**src/rtl/maxpool_pkg.sv**
```systemverilog
// Shared types and constants for the 2x2 max-pool window controller.
package maxpool_pkg;

  localparam int DEFAULT_DATA_WIDTH   = 16;
  localparam int DEFAULT_WINDOW_WIDTH = 4 * DEFAULT_DATA_WIDTH;

  typedef enum logic [1:0] {
    IDLE     = 2'd0,
    EVEN_ROW = 2'd1,
    ODD_ROW  = 2'd2
  } state_t;

  // Lane positions inside the packed window, in units of one pixel.
  localparam int LANE_TL = 0;
  localparam int LANE_TR = 1;
  localparam int LANE_BL = 2;
  localparam int LANE_BR = 3;

endpackage

```
**src/rtl/maxpool_line_buf.sv**
```systemverilog
// One-row line buffer: single write port, two combinational read ports, storage not reset.
module maxpool_line_buf #(
  parameter int DEPTH      = 26,
  parameter int DATA_WIDTH = 16,
  parameter int ADDR_W     = (DEPTH > 1) ? $clog2(DEPTH) : 1
) (
  input  logic                  i_clk,
  input  logic                  i_we,
  input  logic [ADDR_W-1:0]     i_waddr,
  input  logic [DATA_WIDTH-1:0] i_wdata,
  input  logic [ADDR_W-1:0]     i_raddr0,
  input  logic [ADDR_W-1:0]     i_raddr1,
  output logic [DATA_WIDTH-1:0] o_rdata0,
  output logic [DATA_WIDTH-1:0] o_rdata1
);

  logic [DATA_WIDTH-1:0] mem [DEPTH];

  always_ff @(posedge i_clk) begin
    if (i_we) mem[i_waddr] <= i_wdata;
  end

  assign o_rdata0 = mem[i_raddr0];
  assign o_rdata1 = mem[i_raddr1];

endmodule

```
**src/rtl/maxpool_window_ctrl.sv**
```systemverilog
// Raster-stream to 2x2/stride-2 window sequencer for the max-pool datapath.
// Optional MAXPOOL_CTRL_FRAME_CNT_EN adds an 8-bit completed-frame counter output.
module maxpool_window_ctrl
  import maxpool_pkg::*;
#(
  parameter int IMAGE_WIDTH  = 26,
  parameter int IMAGE_HEIGHT = 26,
  parameter int DATA_WIDTH   = DEFAULT_DATA_WIDTH
) (
  input  logic                    i_clk,
  input  logic                    i_reset_n,
  input  logic [DATA_WIDTH-1:0]   i_pixel_data,
  input  logic                    i_pixel_valid,
  output logic [4*DATA_WIDTH-1:0] o_window_data,
  output logic                    o_window_valid,
  output logic                    o_frame_done,
  output logic                    o_busy
`ifdef MAXPOOL_CTRL_FRAME_CNT_EN
  ,
  output logic [7:0]              o_frame_count
`endif
);

  localparam int CW           = (IMAGE_WIDTH > 1) ? $clog2(IMAGE_WIDTH) : 1;
  localparam int RW           = (IMAGE_HEIGHT > 1) ? $clog2(IMAGE_HEIGHT) : 1;
  localparam int LAST_WIN_COL = 2 * (IMAGE_WIDTH / 2) - 1;
  localparam int LAST_WIN_ROW = 2 * (IMAGE_HEIGHT / 2) - 1;

  state_t                  state_q, state_d;
  logic [CW-1:0]           col_q, col_d;
  logic [RW-1:0]           row_q, row_d;
  logic [DATA_WIDTH-1:0]   left_q, left_d;
  logic [4*DATA_WIDTH-1:0] window_q, window_d;
  logic                    win_vld_q, win_vld_d;
  logic                    done_q, done_d;
  logic                    busy_q, busy_d;
  logic                    end_of_row, last_row, buf_we;
  logic [DATA_WIDTH-1:0]   top_left, top_right;

  assign end_of_row = (col_q == CW'(IMAGE_WIDTH - 1));
  assign last_row   = (row_q == RW'(IMAGE_HEIGHT - 1));
  assign buf_we     = i_pixel_valid && (state_q != ODD_ROW);

  // Windows only form at odd columns, so clearing bit 0 addresses col-1.
  maxpool_line_buf #(
    .DEPTH      (IMAGE_WIDTH),
    .DATA_WIDTH (DATA_WIDTH),
    .ADDR_W     (CW)
  ) u_line_buf (
    .i_clk    (i_clk),
    .i_we     (buf_we),
    .i_waddr  (col_q),
    .i_wdata  (i_pixel_data),
    .i_raddr0 (col_q & ~CW'(1)),
    .i_raddr1 (col_q),
    .o_rdata0 (top_left),
    .o_rdata1 (top_right)
  );

  always_comb begin
    state_d   = state_q;
    col_d     = col_q;
    row_d     = row_q;
    left_d    = left_q;
    window_d  = window_q;
    win_vld_d = 1'b0;
    done_d    = 1'b0;
    busy_d    = busy_q;
    if (done_q) busy_d = 1'b0;
    if (i_pixel_valid) begin
      col_d = end_of_row ? '0 : col_q + 1'b1;
      if (end_of_row) row_d = last_row ? '0 : row_q + 1'b1;
      case (state_q)
        IDLE: begin
          state_d = EVEN_ROW;
          busy_d  = 1'b1;
        end
        EVEN_ROW: begin
          if (end_of_row) state_d = last_row ? IDLE : ODD_ROW;
        end
        ODD_ROW: begin
          if (!col_q[0]) begin
            left_d = i_pixel_data;
          end else begin
            window_d[LANE_TL*DATA_WIDTH +: DATA_WIDTH] = top_left;
            window_d[LANE_TR*DATA_WIDTH +: DATA_WIDTH] = top_right;
            window_d[LANE_BL*DATA_WIDTH +: DATA_WIDTH] = left_q;
            window_d[LANE_BR*DATA_WIDTH +: DATA_WIDTH] = i_pixel_data;
            win_vld_d = 1'b1;
            done_d    = (col_q == CW'(LAST_WIN_COL)) && (row_q == RW'(LAST_WIN_ROW));
          end
          if (end_of_row) state_d = last_row ? IDLE : EVEN_ROW;
        end
        default: state_d = IDLE;
      endcase
    end
  end

  always_ff @(posedge i_clk or negedge i_reset_n) begin
    if (!i_reset_n) begin
      state_q   <= IDLE;
      col_q     <= '0;
      row_q     <= '0;
      window_q  <= '0;
      win_vld_q <= 1'b0;
      done_q    <= 1'b0;
      busy_q    <= 1'b0;
    end else begin
      state_q   <= state_d;
      col_q     <= col_d;
      row_q     <= row_d;
      window_q  <= window_d;
      win_vld_q <= win_vld_d;
      done_q    <= done_d;
      busy_q    <= busy_d;
    end
  end

  // Bottom-left holding register is pure data and needs no reset.
  always_ff @(posedge i_clk) begin
    left_q <= left_d;
  end

  assign o_window_data  = window_q;
  assign o_window_valid = win_vld_q;
  assign o_frame_done   = done_q;
  assign o_busy         = busy_q;

`ifdef MAXPOOL_CTRL_FRAME_CNT_EN
  logic [7:0] frame_cnt_q, frame_cnt_d;

  always_comb begin
    frame_cnt_d = frame_cnt_q;
    if (done_d) frame_cnt_d = frame_cnt_q + 8'd1;
  end

  always_ff @(posedge i_clk or negedge i_reset_n) begin
    if (!i_reset_n) frame_cnt_q <= '0;
    else            frame_cnt_q <= frame_cnt_d;
  end

  assign o_frame_count = frame_cnt_q;
`endif

endmodule

```
**config.mk**
```make
export PLATFORM = sky130hd
export DESIGN_NAME = maxpool_window_ctrl
export DESIGN_NICKNAME = d
export VERILOG_FILES = /design/src/rtl/maxpool_pkg.sv /design/src/rtl/maxpool_line_buf.sv /design/src/rtl/maxpool_window_ctrl.sv
export SDC_FILE = /design/constraint.sdc
export NUM_CORES = 1
export LEC_CHECK = 0
export BUFFER_PORTS_ARGS = -buffer_cell sky130_fd_sc_hd__buf_2
export CORE_MARGIN = 1.5
export CORE_UTILIZATION = 55
export DETAILED_ROUTE_END_ITERATION = 10
export GPL_TIMING_DRIVEN = 0
export PLACE_DENSITY = 0.75
export RECOVER_POWER = 25
export SYNTH_ARGS = -nofsm -noshare
export SYNTH_HDL_FRONTEND = slang
export SYNTH_SLANG_ARGS = --single-unit
```
**constraint.sdc**
```tcl
create_clock -name i_clk -period 2.75 [get_ports i_clk]
set_input_delay 0.4125 -clock i_clk [delete_from_list [all_inputs] [get_ports i_clk]]
set_output_delay 0.4125 -clock i_clk [all_outputs]
set_load 0.01 [all_outputs]
```
==> run_results.csv, run 1 <==
group,metric,value,unit
timing,worst_pin_slew,1.580,ns
setup_path,critPathRequiredTime,3.01,ns
setup_path,cp_common_cell,"clkbuf_1",
timing,period_minus_slack,2.746,ns
global_route,antenna_found_initial,1,
timing,setup_viol,0,
clock_tree,clock-root-buffer,"clkbuf_16",
place,port_buffers,84,
route,avgViaCountPerCell,6.327,
power_and_ir_drop,ir_drop,0.5672,mV
hold_path,hp-class,"in -> reg",
timing,fmax,364.2,MHz
synthesis,synthTopCellsByArea,"edfxtp_1, dfrtp_1, mux2i_1",
route,dr.pass1.iters,9,
clock_tree,clock-sinks,511,
setup_path,critPathKind,"reg -> reg",
setup_path,end_kind,"flop",
power_and_ir_drop,power.density,928.3,nW/µm²
die,start_util,55.67,%
timing,whs,0.3403,ns
power_and_ir_drop,seqPwrFrac,43.4,%
place,dp_hpwl,31480,µm
timing,relSlewSlack,-5.330,%
synthesis,postSynth.asyncResetShare,15.46,%
setup_path,crit_path_max_incr_delay,0.35,ns
power_and_ir_drop,p_int,14.91,mW
power_and_ir_drop,p_leak,8.255,nW
route,ant_nets,0,
final_layout,fin_util,64.65,%
final_layout,multi_input_area,4509,µm²
synthesis,synth_top_area_cell,"edfxtp_1",
synthesis,synth_top_area_share,65.84,%
timing,drv_slew,174,
route,vias,11433,
setup_path,critPathMaxFanout,10,
clock_tree,cts_tree,"done",
synthesis,synth_common_cells,"edfxtp_1, nand2_1, mux2i_1, dfrtp_1, nor2_1",
synthesis,post_synth_num_cell_types,51,
final_layout,regArea,14950,µm²
final_layout,num_antenna_cells,0,
synthesis,synth_edf_count,432,
timing,period_share,99.85,%
clock_tree,cts_buffers,48,
die,fp.dieW,192.3,µm
synthesis,synth.most_common_cell,"edfxtp_1",
global_route,grt_start_max_net_pins,65,
final_layout,final_area,22880,µm²
clock_tree,cts.clk_slew.worst_paths,0.07,ns
timing,fin_setup_tns,0,ns
synthesis,synth_flop_cell,"edfxtp_1",
route,drt_drc_violations_left,0,
synthesis,synth-seq-cells,511,
die,coreArea,35400,µm²
power_and_ir_drop,p_comb_share,26.1,%
synthesis,netlist_area,19700,µm²
route,drt-total-wl,49700,µm
global_route,grt_first_pass_wirelength,71210,µm
clock_tree,cts.htree.levels,2,
place,globalplace.congestion,0.8830,
timing,hold_viol_final,0,
final_layout,final_nets,1336,
outcome,status,"finished, violations left",
final_layout,fillers,2357,
place,dpl_cell_area,21130,µm²
synthesis,syn_area_per_cell,17.16,µm²
final_layout,drive_gt1_share,22.66,%
synthesis,yosys_warnings,0,
setup_path,start_kind,"flop",
clock_tree,clk_latency,0.56,ns
outcome,violations,"max-capacitance violations, max-slew violations",
die,num_rows,69,
route,drtIter0Drc,1453,
route,wl_per_cell,27.50,µm
global_route,grt_pass1_vias,11201,
setup_path,arrival,3.00,ns
synthesis,syn_nets,1173,
die,die_h,192.3,µm
die,io_pins,86,
power_and_ir_drop,swShare,29.80,%
global_route,grt_util_all_layers,27.11,%
power_and_ir_drop,clockPowerShare,30.5,%
synthesis,seq_area_frac_synth,75.87,%
setup_path,r2r_slack,0.004,ns
die,die_area,36970,µm²
power_and_ir_drop,p_sw,6.332,mW
global_route,grt.overflow.total,0,
timing,fin_worst_skew,0.01454,ns
setup_path,cp_cell_sequence,"clkbuf_1 > clkbuf_4 > inv_1 > clkbuf_1 > nor2_1 > nand2_1 > nor2_4 > buf_6",
final_layout,area_delta_synth_final,16.14,%
flow_run,cap_viol_max_count,6,
setup_path,cp_slowest_cell,"clkbuf_1",
synthesis,synthCells,1148,
clock_tree,ctsLongestPathBuffers,3,
metal layers:
metal	routed length, µm	up-vias	global-route usage, %
met5	69	-	1.511
met4	2081	2	10.82
met3	5519	125	5.837
met2	23630	757	43.12
met1	18400	5761	36.72
li1	-	4788	-
sequential cells by signal, summed over array words and instances (netlist names):
name            count
col_q               5
left_q             16
o_busy              1
o_frame_done        1
o_window_data      64
o_window_valid      1
row_q               5
state_q             2
u_line_buf.mem    416
worst max-delay path, delay by kind of cell (launching register included):
kind,cells,cell delay [ns]
buffers and inverters,5,1.30
AND/OR/NAND/NOR,3,0.83
flip-flops,1,0.32
stage by stage:
| stage | cells | power, mW | setup WS (ns) |
|---|---|---|---|
| finish | 1807 | 21.24 | 0.004162 |
| CTS | 1802 | 21.09 | -0.2231 |
| global route | 1807 | 21.91 | -0.1297 |
| global placement | 1693 | 14.42 | -0.7186 |
| detailed placement | 1714 | 14.65 | -0.2884 |
| floorplan | 1148 | 12.74 | 0.1868 |
final timing paths:
kind                       cells after the start                  from                               to
max                                            8  col_q[4]$_DFFE_PN0P_  u_line_buf.mem[23][8]$_DFFE_PP_
min reg2reg                                    2  left_q[11]$_DFFE_PP_    o_window_data[43]$_DFFE_PN0P_
min                                            3         i_pixel_valid                 o_busy$_DFF_PN0_
min in group asynchronous                      2             i_reset_n         o_window_valid$_DFF_PN0_
max in group asynchronous                      3             i_reset_n    o_window_data[20]$_DFFE_PN0P_
max reg2reg                                    8  col_q[4]$_DFFE_PN0P_  u_line_buf.mem[23][8]$_DFFE_PP_
logic make-up after synthesis:
group | Yosys count | synth area share, %
multiplexers | 170 | 11.45
flip-flops | 511 | 75.87
AND/OR/NAND/NOR | 244 | 5.417
buffers and inverters | 74 | 2.013
AO/OA/AOI/OAI | 143 | 4.871
adder cells (fa/ha/maj) | 6 | 0.3810
area by class of cell:
| type | instances | share of cell area [%] |
|---|---|---|
| timing repair buffer | 114 | 3.980 |
| multi-input combinational | 563 | 19.70 |
| clock buffer | 72 | 6.266 |
| inverter | 9 | 0.1476 |
| tap | 461 | 2.521 |
| sequential | 511 | 65.33 |
| clock inverter | 13 | 0.4757 |
| buffer | 64 | 1.580 |
placed cells by master, fill, tap and decap left out, drive strengths merged, types with 3 or more instances in the layout:
master and count:
or3b 4, clkinv 10, nor2b 4, buf 143, inv 10, mux4 42
nor2 62, a21oi 26, a311oi 3, dfrtp 79, clkbuf 106, a22oi 7
o32ai 6, a211oi 4, nand3 11, ha 6, mux2i 105, a221oi 12
nor3 5, nand2 125, o22ai 34, mux2 23, a222oi 3, a31oi 10
edfxtp 432, a22o 6, nor4 3, nand2b 8, nand3b 3, or3 7
o21ai 20
power groups by stage:
| stage | Combinational (mW) | Sequential (mW) | Clock (mW) |
|---|---|---|---|
| after floorplan | 3.36 | 9.39 | 0 |
| after global placement | 5.07 | 9.35 | 0 |
| after detailed placement | 5.29 | 9.37 | 0 |
| after CTS | 5.36 | 9.21 | 6.52 |
| after global routing | 5.81 | 9.26 | 6.84 |
| final | 5.55 | 9.22 | 6.47 |
timing repair:
| action | in CTS | in global routing |
|---|---|---|
| setup endpoints to repair | 143 | 235 |
| setup buffers | 2 | 6 |
| pin swaps | 2 | 5 |
| hold buffers | 1 | 0 |
| endpoints found under the hold margin | 15 | 0 |
| gates resized for setup | 5 | 15 |
Note: power is estimated with default switching activity, not from simulation.
==> run 2: changes to the inputs <==
--- a/config.mk
+++ b/config.mk
@@ -7,10 +7,10 @@
 export LEC_CHECK = 0
 export BUFFER_PORTS_ARGS = -buffer_cell sky130_fd_sc_hd__buf_2
 export CORE_MARGIN = 1.5
-export CORE_UTILIZATION = 55
+export CORE_UTILIZATION = 58
 export DETAILED_ROUTE_END_ITERATION = 10
 export GPL_TIMING_DRIVEN = 0
-export PLACE_DENSITY = 0.75
+export PLACE_DENSITY = 0.76
 export RECOVER_POWER = 25
 export SYNTH_ARGS = -nofsm -noshare
 export SYNTH_HDL_FRONTEND = slang
==> constraint.sdc (replaced) <==
create_clock -name i_clk -period 2.8 [get_ports i_clk]
set_input_delay 0.42 -clock i_clk [delete_from_list [all_inputs] [get_ports i_clk]]
set_output_delay 0.42 -clock i_clk [all_outputs]
set_load 0.01 [all_outputs]
==> run 2 against run 1 <==
The run still ends with max-capacitance violations, max-slew violations left. Final area increased by 0.24%. Sequential power decreased by 2%. Maximum frequency decreased by 0.44%. Setup slack improved by 0.038 ns. Count of clock-buffer cells in the layout increased by 3. Clock power increased by 2%. Routed wire length decreased by 1.5%. Core utilization increased by 3.9 points. Register-to-register slack improved by 0.04 ns. Worst hold slack got worse by 0.039 ns.
==> run_results.csv, run 2 (synthesized netlist as in run 1, its figures left out) <==
group,metric,value,unit
final_layout,num_antenna_cells,0,
timing,drv_slew,193,
timing,fin_ws,0.04206,ns
power_and_ir_drop,clockPowerShare,31.3,%
global_route,grt_util_all_layers,27.83,%
place,dpl_cell_area,21030,µm²
clock_tree,clock-sinks,511,
timing,period_minus_slack,2.758,ns
setup_path,critPathRequiredTime,2.98,ns
setup_path,r2r_slack,0.04,ns
power_and_ir_drop,p_leak,8.297,nW
die,start_util,58.91,%
clock_tree,ctsLongestPathBuffers,3,
global_route,grt_pass1_vias,11093,
route,vias,11565,
setup_path,r2r-start,"col_q[2]$_DFFE_PN0P_",
power_and_ir_drop,power.density,920.6,nW/µm²
route,drt-met1-wl,18790,µm
setup_path,cp_slowest_cell,"nor2_2",
setup_path,arrival,2.93,ns
power_and_ir_drop,p_sw,6.306,mW
die,die_h,187.3,µm
power_and_ir_drop,totalPowerFinal,21.12,mW
route,wl_per_cell,27.12,µm
outcome,status,"finished, violations left",
power_and_ir_drop,p_comb_share,25.8,%
hold_path,min_to,"col_q[2]$_DFFE_PN0P_",
final_layout,regArea,14950,µm²
place,globalplace.congestion,0.9123,
hold_path,hp-start,"i_pixel_valid",
place,pre_cts_slack,-0.2007,ns
route,avgViaCountPerCell,6.407,
setup_path,rr_endpoint,"u_line_buf.mem[10][6]$_DFFE_PP_",
setup_path,critPathMaxFanout,16,
clock_tree,cts_tree,"done",
hold_path,hp-class,"in -> reg",
global_route,antenna_found_initial,1,
clock_tree,cts.clk_slew.worst_paths,0.06,ns
hold_path,min_path_cells,3,
setup_path,end_kind,"flop",
route,drt-total-wl,48960,µm
clock_tree,cts_buffers,50,
place,dp_hpwl,30650,µm
final_layout,fillers,2082,
setup_path,critPathKind,"reg -> reg",
setup_path,cp_num_buf_inv,3,
die,fp.dieW,187.3,µm
power_and_ir_drop,seqPwrFrac,42.9,%
clock_tree,clk_latency,0.57,ns
timing,relSlewSlack,-12.54,%
die,num_rows,67,
timing,whs,0.3008,ns
clock_tree,clock-root-buffer,"clkbuf_16",
place,port_buffers,84,
final_layout,area_delta_synth_final,16.42,%
setup_path,rr_worst_depth,5,
route,top_layer,"met5",
route,drtIter0Drc,1401,
flow_run,cap_viol_max_count,7,
route,wl_met3,5320,µm
global_route,grt_start_max_net_pins,61,
timing,hold_viol_final,0,
final_layout,final_common_cell,"edfxtp_1",
timing,fmax,362.6,MHz
route,wl_met2,23000,µm
setup_path,cpLargestDelayFamily,"simple AND/OR/NAND/NOR gates",
final_layout,final_nets,1341,
setup_path,cp_cell_sequence,"buf_4 > or3b_1 > clkbuf_1 > buf_2 > nor2_2",
final_layout,final_area,22940,µm²
outcome,violations,"max-capacitance violations, max-slew violations",
route,drt_drc_violations_left,0,
timing,fin_worst_skew,0.01659,ns
final_layout,multi_input_area,4521,µm²
timing,fin_setup_tns,0,ns
route,ant_nets,0,
timing,setup_viol,0,
timing,rsz0062_at_grt,"true",
global_route,grt.overflow.total,0,
final_layout,largest_reg_flops,416,
die,die_area,35090,µm²
final_layout,final_cell_mix,"edfxtp_1, nand2_1, mux2i_1, buf_2, dfrtp_1",
power_and_ir_drop,p_int,14.81,mW
setup_path,crit_path_max_incr_delay,0.79,ns
final_layout,top_register,"u_line_buf.mem",
timing,period_share,98.50,%
setup_path,start_kind,"flop",
die,io_pins,86,
die,coreArea,33450,µm²
clock_tree,cts.htree.levels,2,
route,dr.pass1.iters,6,
power_and_ir_drop,ir_drop,0.4947,mV
global_route,grt_first_pass_wirelength,70810,µm
power_and_ir_drop,swShare,29.86,%
timing,worst_pin_slew,1.688,ns
final_layout,drive_gt1_share,23.14,%
-- run 2: what timing repair did --
action	CTS	global route
pin swaps	1	7
endpoints found under the hold margin	19	0
buffers inserted	1	11
hold buffers	1	0
resized for setup	13	9
endpoints found under the setup margin	164	182
-- run 2: per-layer routing --
metal  global-route usage, %  vias to the layer above
li1                        -                     4806
met1                   40.16                     5824
met2                   43.84                      785
met3                   4.672                      148
met4                   9.274                        2
met5                       0                        -
-- run 2: worst max path at each step --
stage,startpoint,to,slack (ns),cells after the start
2_1_floorplan,col_q[2]$_DFFE_PN0P_,u_line_buf.mem[16][0]$_DFFE_PP_,0.24,6
3_3_place_gp,col_q[4]$_DFFE_PN0P_,u_line_buf.mem[19][12]$_DFFE_PP_,-0.65,6
3_5_place_dp,col_q[4]$_DFFE_PN0P_,u_line_buf.mem[18][6]$_DFFE_PP_,-0.20,6
4_1_cts,col_q[1]$_DFFE_PN0P_,u_line_buf.mem[1][12]$_DFFE_PP_,-0.16,8
5_1_grt,col_q[1]$_DFFE_PN0P_,u_line_buf.mem[8][1]$_DFFE_PP_,-0.02,8
6_report,col_q[2]$_DFFE_PN0P_,u_line_buf.mem[10][6]$_DFFE_PP_,0.04,5
-- run 2: cell type report --
type | instances | share of cell area [%]
buffer | 64 | 1.576
clock buffer | 75 | 6.349
clock inverter | 18 | 0.7527
inverter | 9 | 0.1473
multi-input combinational | 563 | 19.71
sequential | 511 | 65.17
tap | 448 | 2.444
timing repair buffer | 117 | 3.856
-- run 2: worst register-to-register path: cells and delay by family (launching register included) --
| kind | cells | cell delay [ns] |
|---|---|---|
| buf+inv | 3 | 0.80 |
| flops | 1 | 0.38 |
| simple gates | 2 | 1.18 |
-- run 2: power by group through the flow --
stage	registers [mW]	clock network, mW	logic [mW]
after CTS	9.04	6.62	5.28
final	9.06	6.61	5.45
after global routing	9.10	6.92	5.71
after global placement	9.18	0	4.98
after floorplan	9.22	0	3.30
after detailed placement	9.19	0	5.16
-- run 2: metrics by stage --
step / instances / utilization (%)
after floorplan: 1148 / -
after global placement: 1680 / 61.84
after detailed placement: 1700 / 62.87
after CTS: 1795 / 68.02
after global routing: 1805 / 68.58
final: 1805 / 68.58
==> run 3: changes to the inputs <==
--- a/config.mk
+++ b/config.mk
@@ -5,6 +5,7 @@
 export SDC_FILE = /design/constraint.sdc
 export NUM_CORES = 1
 export LEC_CHECK = 0
+export ABC_AREA = 1
 export BUFFER_PORTS_ARGS = -buffer_cell sky130_fd_sc_hd__buf_2
 export CORE_MARGIN = 1.5
 export CORE_UTILIZATION = 58
==> run 3 against run 2 <==
The flow finishes with violations (max-capacitance violations, max-slew violations, negative setup slack). Maximum frequency shrank 2.0%. Count of clock-buffer cells in the layout decreased by 3. Flip-flop and latch count unchanged. Setup slack got worse by 0.057 ns. Register-to-register slack got worse by 0.06 ns. Core utilization down 0.12 points. Final area rose by 3.3%. Non-clock buffer count increased by 26. Sequential power grew 5.0%. Highest routed layer is now met4.
==> run_results.csv, run 3 <==
group,metric,value,unit
outcome,status,"finished, violations left",
outcome,violations,"max-capacitance violations, max-slew violations, negative setup slack",
synthesis,synth_common_cells,"nand2_1, edfxtp_1, nor2_1, nand3_1, dfrtp_1",
global_route,grt_pass1_vias,14403,
route,drt_drc_violations_left,0,
final_layout,final_common_cell,"nand2_1",
final_layout,stdcell_count,2457,
global_route,grt_busiest_layer,"met2",
hold_path,hp-class,"in -> reg",
route,avgViaCountPerCell,6.007,
synthesis,seq_area_frac_synth,73.01,%
global_route,grt_util_all_layers,33.44,%
global_route,grtUsageMet2,51.25,%
clock_tree,ctsLongestPathBuffers,3,
final_layout,regArea,14950,µm²
setup_path,critPathMaxFanout,10,
timing,relSlewSlack,-10.18,%
timing,fin_worst_skew,0.01816,ns
route,wl_per_cell,24.27,µm
clock_tree,cts.clk_slew.worst_paths,0.06,ns
place,dp_cells,2352,
clock_tree,cts_buffers,51,
global_route,grt_start_max_net_pins,66,
power_and_ir_drop,p_leak,9.420,nW
clock_tree,cts_tree,"done",
clock_tree,clock-sinks,511,
power_and_ir_drop,power.density,1004,nW/µm²
setup_path,arrival,3.12,ns
global_route,met1_usage,44.10,%
route,dr.pass1.iters,6,
final_layout,num_antenna_cells,0,
timing,rsz0062_at_grt,"true",
synthesis,netlist_area,20480,µm²
synthesis,synthTopCellsByArea,"edfxtp_1, nand2_1, dfrtp_1",
final_layout,final_cell_mix,"nand2_1, edfxtp_1, nor2_1, nand3_1, buf_2",
synthesis,syn_nets,1813,
synthesis,syn_area_per_cell,11.45,µm²
timing,worst_pin_slew,1.653,ns
power_and_ir_drop,ir_drop,0.6444,mV
final_layout,area_delta_synth_final,15.77,%
setup_path,critPathRequiredTime,3.10,ns
die,io_pins,86,
setup_path,cp_cell_sequence,"inv_2 > nor2_1 > buf_2 > nand2_1 > nor2_2 > buf_8",
timing,setup_viol,9,
synthesis,synth-seq-cells,511,
hold_path,min_path_cells,3,
die,die_h,190.9,µm
synthesis,post_synth_num_cell_types,30,
die,coreArea,34630,µm²
setup_path,cp_slowest_cell,"nor2_2",
synthesis,synth_top_area_share,63.35,%
synthesis,synth_flop_cell,"edfxtp_1",
clock_tree,clock-root-buffer,"clkbuf_16",
global_route,grt.overflow.total,0,
synthesis,synthCells,1788,
setup_path,rr_worst_depth,6,
final_layout,fillers,2363,
final_layout,final_area,23710,µm²
setup_path,crit_path_max_incr_delay,0.62,ns
final_layout,final_nets,1985,
setup_path,cp.depth,6,
die,num_rows,68,
timing,period_share,100.5,%
route,drtIter0Drc,1962,
setup_path,start_kind,"flop",
setup_path,critPathKind,"reg -> reg",
final_layout,fin_util,68.46,%
route,vias,14759,
die,die_area,36440,µm²
clock_tree,cts.htree.levels,2,
synthesis,postSynth.asyncResetShare,15.46,%
clock_tree,clk_latency,0.61,ns
final_layout,multi_input_area,4918,µm²
place,globalplace.congestion,0.9722,
place,dp_hpwl,38170,µm
global_route,use_met3,8.188,%
timing,fmax,355.3,MHz
die,start_util,59.13,%
setup_path,cpLargestDelayFamily,"simple AND/OR/NAND/NOR gates",
setup_path,cp_num_buf_inv,3,
route,ant_nets,0,
timing,period_minus_slack,2.815,ns
final_layout,largest_reg_flops,416,
synthesis,synth_top_area_cell,"edfxtp_1",
synthesis,synth_edf_count,432,
flow_run,cap_viol_max_count,7,
global_route,antenna_found_initial,0,
timing,drv_slew,203,
timing,fin_ws,-0.01452,ns
timing,hold_viol_final,0,
place,port_buffers,84,
final_layout,top_register,"u_line_buf.mem",
setup_path,end_kind,"flop",
route,drt-total-wl,59620,µm
global_route,grt_first_pass_wirelength,87030,µm
place,dpl_cell_area,21910,µm²
final_layout,drive_gt1_share,15.98,%
die,fp.dieW,190.9,µm
synthesis,synth.most_common_cell,"nand2_1",
synthesis,yosys_warnings,0,
-- run 3: cells by family after synthesis --
logic type	after synthesis	synth area share, %
xor gates and xnor gates	4	0.1711
AOI/OAI and AO/OA	147	3.837
DFF	511	73.01
and+or+nand+nor	953	18.98
adders and majority gates	6	0.3666
buffers and inverters	167	3.642
-- run 3: power breakdown --
group | internal [mW] | switching [mW] | leakage, nW
clock network | 3.78 | 2.87 | 0.808
logic | 2.10 | 5.55 | 3.71
registers | 9.12 | 0.392 | 4.90
total | 15.0 | 8.81 | 9.42
-- run 3: layout make-up --
cell class              count  area share [%]
multi-input cells        1110           20.75
plain buffers              88           1.905
clock buffers              72           6.059
repair buffers            119           3.779
inverters                  79           1.251
well taps                 455           2.401
flip-flops and latches    511           63.06
clock inverters            23          0.7970
-- run 3: repair_timing --
item                                    in CTS  in global routing
hold endpoints to repair                    14                  0
hold buffers                                 1                  0
endpoints found under the setup margin     145                147
pin swaps                                    3                  6
buffers inserted                             3                  6
resized for setup                            5                  9
-- run 3: final timing paths --
kind,slack [ns],startpoint,to
hold reg to reg,0.44,left_q[12]$_DFFE_PP_,o_window_data[44]$_DFFE_PN0P_
setup / recovery,-0.01,col_q[4]$_DFFE_PN0P_,u_line_buf.mem[23][6]$_DFFE_PP_
hold / removal,0.18,i_pixel_valid,col_q[0]$_DFFE_PN0P_
max in group asynchronous,1.14,i_reset_n,o_window_data[12]$_DFFE_PN0P_
setup reg to reg,-0.01,col_q[4]$_DFFE_PN0P_,u_line_buf.mem[23][6]$_DFFE_PP_
min in group asynchronous,0.67,i_reset_n,row_q[2]$_DFFE_PN0P_
-- run 3: routing by layer --
metal | wire [µm] | share of wire [%]
met5 | 0 | 0
met4 | 3498 | 5.9
met3 | 8063 | 14
met2 | 26970 | 45
met1 | 21090 | 35
-- run 3: metrics by stage --
step                      hold slack (ns)  TNS, ns  power (mW)  worst slack [ns]
after floorplan                    0.1244        0       13.82            0.3454
after global placement             0.4232  -191.79       16.54           -0.7603
after detailed placement           0.3389   -14.56       16.88           -0.2761
after CTS                          0.1561   -8.238       23.46           -0.2045
after global routing               0.1718  -0.4909       24.66          -0.03094
final                              0.1781  -0.1087       23.80          -0.01452
-- run 3: worst register-to-register path: cells and delay by family, from the launching register on --
kind	cells	cell delay [ns]
buffers and inverters	3	0.69
and+or+nand+nor	3	1.28
DFF	1	0.55
